$ cat src/rtl/dmem_arbiter.sv
// Round-robin two-port sequencer for the single-port data memory: req -> gnt next cycle -> done one cycle later.
// A losing or blocked requester simply holds req; one access every 2 cycles at best.
module dmem_arbiter #(
    parameter int ADDR_W    = 32,
    parameter int DATA_W    = 32,
    parameter int MEM_DEPTH = 64
) (
    input  logic              clk,
    input  logic              rst,
    input  logic              r0_req,
    input  logic              r0_we,
    input  logic [ADDR_W-1:0] r0_addr,
    input  logic [DATA_W-1:0] r0_wdata,
    output logic              r0_gnt,
    output logic              r0_done,
    output logic              r0_err,
    output logic [DATA_W-1:0] r0_rdata,
    input  logic              r1_req,
    input  logic              r1_we,
    input  logic [ADDR_W-1:0] r1_addr,
    input  logic [DATA_W-1:0] r1_wdata,
    output logic              r1_gnt,
    output logic              r1_done,
    output logic              r1_err,
    output logic [DATA_W-1:0] r1_rdata,
    output logic              mem_write,
    output logic              mem_read,
    output logic [ADDR_W-1:0] mem_addr,
    output logic [DATA_W-1:0] mem_wdata,
    input  logic [DATA_W-1:0] mem_rdata
);

    typedef enum logic [1:0] {
        IDLE   = 2'd0,
        ACCESS = 2'd1,
        RESP   = 2'd2
    } state_t;

    localparam logic [ADDR_W-1:0] DEPTH_L = ADDR_W'(MEM_DEPTH);

    state_t            state_q, state_d;
    logic              last_q, last_d;
    logic              owner_q, owner_d;
    logic              we_q, we_d;
    logic [ADDR_W-1:0] addr_q, addr_d;
    logic [DATA_W-1:0] wdata_q, wdata_d;

    logic any_req;
    logic win;
    logic in_range;
    logic in_access;
    logic in_resp;
    logic rd_ok;

    always_ff @(posedge clk or posedge rst) begin
        if (rst) begin
            state_q <= IDLE;
            last_q  <= 1'b1;
            owner_q <= 1'b0;
            we_q    <= 1'b0;
            addr_q  <= '0;
            wdata_q <= '0;
        end else begin
            state_q <= state_d;
            last_q  <= last_d;
            owner_q <= owner_d;
            we_q    <= we_d;
            addr_q  <= addr_d;
            wdata_q <= wdata_d;
        end
    end

    // On a tie the port that did not own the previous access wins.
    assign any_req = r0_req | r1_req;
    assign win     = (r0_req & r1_req) ? ~last_q : r1_req;

    always_comb begin
        state_d = state_q;
        last_d  = last_q;
        owner_d = owner_q;
        we_d    = we_q;
        addr_d  = addr_q;
        wdata_d = wdata_q;
        case (state_q)
            IDLE, RESP: begin
                if (any_req) begin
                    state_d = ACCESS;
                    owner_d = win;
                    last_d  = win;
                    we_d    = win ? r1_we    : r0_we;
                    addr_d  = win ? r1_addr  : r0_addr;
                    wdata_d = win ? r1_wdata : r0_wdata;
                end else begin
                    state_d = IDLE;
                end
            end
            ACCESS:  state_d = RESP;
            default: state_d = IDLE;
        endcase
    end

    // Outputs depend only on registered state so memory strobes never see a req glitch.
    assign in_range  = (addr_q < DEPTH_L);
    assign in_access = (state_q == ACCESS);
    assign in_resp   = (state_q == RESP);
    assign rd_ok     = in_resp & ~we_q & in_range;

    assign mem_write = in_access & we_q & in_range;
    assign mem_read  = in_access & ~we_q & in_range;
    assign mem_addr  = addr_q;
    assign mem_wdata = wdata_q;

    assign r0_gnt   = in_access & ~owner_q;
    assign r1_gnt   = in_access & owner_q;
    assign r0_done  = in_resp & ~owner_q;
    assign r1_done  = in_resp & owner_q;
    assign r0_err   = r0_done & ~in_range;
    assign r1_err   = r1_done & ~in_range;
    assign r0_rdata = (rd_ok & ~owner_q) ? mem_rdata : '0;
    assign r1_rdata = (rd_ok & owner_q) ? mem_rdata : '0;

endmodule

$ cat config.mk
export PLATFORM = sky130hd
export DESIGN_NAME = dmem_arbiter
export DESIGN_NICKNAME = d
export VERILOG_FILES = /design/src/rtl/dmem_arbiter.sv
export SDC_FILE = /design/constraint.sdc
export NUM_CORES = 1
export LEC_CHECK = 0
export CAP_MARGIN = 20
export CORE_AREA = 2 2 118 120
export DETAILED_ROUTE_END_ITERATION = 10
export DIE_AREA = 0 0 120 122
export PLACE_DENSITY_LB_ADDON = 0.08
export SYNTH_ARGS = -nofsm -noshare
export SYNTH_HDL_FRONTEND = slang
export SYNTH_SLANG_ARGS = --single-unit
$ cat constraint.sdc
create_clock -name clk -period 2.7 [get_ports clk]
set_clock_uncertainty 0.05 [all_clocks]
set_input_delay 0.54 -clock clk [delete_from_list [all_inputs] [get_ports clk]]
set_output_delay 0.54 -clock clk [all_outputs]
set_load 0.02 [all_outputs]
* Yosys cells after proc, flatten, opt, wreduce, memory -nomap -nowiden
Cells that the tools add are included.
Storage, ports and cells: logic and storage cells 40, bits in registers 69
Cells by class: reduce and logical (&&, ||, !) cells 3, mux-type cells 8, equal/unequal tests 2, magnitude comparators 1, bitwise gates (word level) 20
Operator list (count):
- 32-bit 2-to-1 mux | 4
- 32-bit by 7-bit less-than comparator with 1-bit output, second input constant | 1
- 1-bit bitwise AND | 15
- 1-bit inverter | 4
- 2-bit one-hot mux with 2 select lines | 1
- 1-bit 2-to-1 mux | 3
- 2-bit by 1-bit == test with 1-bit output, second input constant | 1
- 2-bit == test, second input constant | 1
- 2-bit logical NOT | 1
- 2-bit AND reduction | 1
- 2-bit OR reduction | 1
- 1-bit bitwise OR | 1

* Logic depth before layout (Yosys ltp)
word-level depth 5, mapped depth 5, mapped depth without buffers 4

* Least setup slack after synthesis
Ideal clock, no wire load.
path kind reg-to-output, start reg addr_q[27], in the netlist mem_addr[27], end out mem_read, arrival time 1.812 ns, buffers on the path 1, setup slack 0.298 ns, stages on the path, launching flop included 5, required time 2.110 ns, cells stage by stage dfrtp_1 > nor4_1 > nand4_1 > buf_2 > nor4_1
On the way: longest elaborated chain between the ends 2
RTL lines:
- start, declared | RTL line 45 | logic [ADDR_W-1:0] addr_q, addr_d;
- start signal, assigned | RTL line 68 | addr_q <= addr_d;
- 32-bit by 7-bit less-than comparator with 1-bit output | RTL line 103 | assign in_range = (addr_q < DEPTH_L);
- 1-bit bitwise AND | RTL line 109 | assign mem_read = in_access & ~we_q & in_range;
- end, declared | RTL line 27 | output logic mem_read,
No other way between the ends.

* Worst setup path in the final report
start reg addr_q[27], in the netlist mem_addr[27], end out r0_err
On the way: longest elaborated chain between the ends 3
RTL lines:
- 32-bit by 7-bit less-than comparator with 1-bit output | RTL line 103
- 1-bit inverter | RTL line 117 | assign r0_err = r0_done & ~in_range;
- 1-bit bitwise AND | RTL line 117
- end, declared | RTL line 16 | output logic r0_err,
No other way between the ends.

==> metrics <==
status=completed; number of global-route vias before repair=4,172; nets@finish=897; Max Fclk=0.381 GHz; Die Span X=120 um; Final setup viols=0; post-synthesis mux area share=16.1%; final hold violation count=0; Routed WL=13,900 um; Clock Power Share=32.9%; RSZ-0062 raised after global routing=true; diodes inserted=0; fin crit period=2.63 ns; via-per-instance ratio=4.52; sink of the worst hold path=mem_wdata[0]; placed cells=899; fin crit share=97.3%; CTS tree=done; H-Tree Depth=3; Post-Syn Area=0.00404 mm2; NetSw=1.36 mW; initial antenna violation count=0; vias=4,136; clk sinks=69; Cell Int Power=3.09 mW; DRC viols=0; CTS Hold Bufs=0; multi-input logic area=0.00207 mm2; DRT Pass-1 Iters=4; CTS Buf Count=9; fin. max-slew vios=0; Worst Path Required=2.11 ns; Critical Path Sink Type=output port; later-pin clock latency in the skew report=0.32 ns; Pwr per Cell Area=581 mW/mm2; Die Y=122 um; Placement Rows=43; Overall Power=4.44 mW; DP HPWL=11,100 um; largest cells by area after synthesis=dfrtp_1 42%, mux2i_1 16%, nor3_2 12%; # port buffers=301; Max clock buf depth=2; count of different cell masters after synthesis=31; area share of the largest cell type after synthesis=42.1%; Core Region=0.0135 mm2; main combinational cell family by area after synthesis=simple AND/OR/NAND/NOR gates; register area=0.00173 mm2; largest net degree at the start of global routing=73; worst hold path type=reg2reg; yosys warns=0; pin slew with the least headroom to its limit=0.532 ns; Final WS setup=0.0736 ns; Leakage Power=3.20 nW; compound-gate portion of the synthesized area=9.29%; DP Worst Slack=-0.0127 ns; filler cell count=1,251; overall global routing resource usage=18.6%; reg2reg path depth=5; sequential share of the synthesized area=42.7%; Starting Density=29.9%; XOR/XNOR Fraction of Synth Area=0%; final RePlAce weighted congestion=0.789; grt ovf=0; Sequential Power Share=32.0%; leading area contributor after synthesis=dfrtp_1; crit path DAT=2.04 ns; drt wl/cell=15.1 um; setup tns final=0 ns; relative slew slack=64.5%; clk root buf=clkbuf_16; clock-pin slew on the worst setup and hold paths=0.06 ns; DRT antenna net count=0; combinational power share=35.1%; Reg2Reg Setup Slack=1.09 ns; die area=0.0146 mm2; P&R area growth vs syn=89.1%; reg2reg start=state_q[0]; post-synthesis simple-gate area fraction=23.9%; first-pass GRT wire length=21,300 um; CP Launch Type=flip-flop; peak supply drop=375 uV; Post-Synth Adder-Cell Area=0%; IO Count=302; CP Max Fanout=19; DRT iter0 DRCs=111; R2R Path End=mem_addr[21]; crit path kind=reg2out; Seq cells post-synth=69; Avg Cell Area, Syn=9.47 um2; syn_nets=593; Hold Crit Start=mem_wdata[0]; non-filler cells, final=916; share of cells above drive strength 1=20.8%; cell count after synthesis=427; Sw Ratio=30.5%; hold-critical path depth=2; Max-cap violations=0
-- through the flow --
step                      hold slack (ns)  utilization, %  cell area [um2]
after floorplan                     0.454               -             4040
after global placement              0.416            54.7             7390
after detailed placement            0.425            54.7             7390
after CTS                           0.437            57.7             7790
after global routing                0.461            56.6             7650
final                               0.430            56.6             7650
-- logic make-up (layout without fill, tap and decap cells) --
logic type / after synthesis / in the layout
and+or+nand+nor: 151 / 151
AOI/OAI and AO/OA: 72 / 72
buffers and inverters: 70 / 379
DFF: 69 / 69
muxes: 65 / 65
-- cell type report --
class / instances / area share [%]
Clock buffer: 10 / 3.13
Inverter: 36 / 1.77
Sequential cell: 69 / 22.6
Clock inverter: 6 / 1.75
Timing Repair Buffer: 327 / 40.8
Tap cell: 180 / 2.95
Multi-Input combinational cell: 288 / 27.0
-- sequential cells by signal, summed over array words and instances (netlist names) --
register and cells:
mem_addr 32, mem_wdata 32, state_q 2, last_q 1
owner_q 1, we_q 1
-- repair_timing --
action                                  4_1_cts  5_1_grt
gates resized for setup                     141       70
setup buffers                                 1        0
endpoints found under the setup margin       68       62
pin swaps                                     1        0
gates cloned                                  0        0
-- routing by layer --
metal  wire length [um]  share of wire (%)  track usage, %  up-vias
met5                  0                  0               0        -
met4                291                2.1            6.69        0
met3               1200                8.6            5.85       17
met2               7450                 54            35.0      176
met1               4930                 36            19.3     1876
li1                   -                  -               -     2067
-- cell usage after synthesis --
master	number
nor2b_1	2
nor3_2	50
o21ai_0	26
inv_1	36
buf_6	2
nor4_2	3
clkbuf_1	6
o21ai_1	39
mux2i_1	65
and2_1	2
nor4b_1	1
a21oi_1	1
o21a_1	2
o21bai_1	1
nand2_1	66
nand2b_1	1
nand3_1	1
buf_1	1
dfrtp_1	68
nor2_1	2
nor4bb_1	1
buf_4	5
buf_2	19
a31oi_1	1
nand4_1	3
a22o_1	1
a21boi_1	1
nor3_1	15
clkbuf_2	1
nor4_1	4
dfstp_2	1
-- placed cells by master, fill, tap and decap left out, types with 3 or more instances in the layout --
master,n
bufinv_16,4
nor3_1,15
nand4_1,3
dfrtp_1,68
inv_1,35
clkdlybuf4s15_1,13
buf_2,8
nor4_4,3
o21ai_0,26
clkdlybuf4s15_2,12
nand2_1,66
o21ai_1,39
clkdlybuf4s50_1,233
clkbuf_16,9
buf_12,7
buf_4,18
clkbuf_2,30
mux2i_1,65
nor3_2,50
dlygate4sd2_1,5
-- power groups by stage --
stage               clock [mW]  combinational (mW)  sequential (mW)
finish                    1.46                1.56             1.42
global route              1.54                1.68             1.45
CTS                       1.49                1.58             1.41
detailed placement           0                1.57             1.42
floorplan                    0               0.458             1.65
global placement             0                1.56             1.41
-- worst max-delay path: stages, from the launching register on --
cell           delay [ns]
dfrtp_1              0.41
nor4_2               0.30
nand4_1              0.15
buf_6                0.20
buf_4                0.16
o21a_1               0.17
dlygate4sd2_1        0.32
-- how the worst max path moves through the flow --
stage | cells after the start | slack (ns) | from | to
5_1_grt | 6 | -0.01 | mem_addr[21] | r0_err
4_1_cts | 6 | 0.02 | mem_addr[21] | r1_err
3_3_place_gp | 6 | 0.005 | mem_addr[27] | r1_rdata[19]
2_1_floorplan | 4 | 0.30 | mem_addr[27] | mem_read
3_5_place_dp | 5 | -0.01 | mem_addr[17] | r0_rdata[0]
6_report | 6 | 0.07 | mem_addr[27] | r0_err
Note: power is estimated with default switching activity, not from simulation.
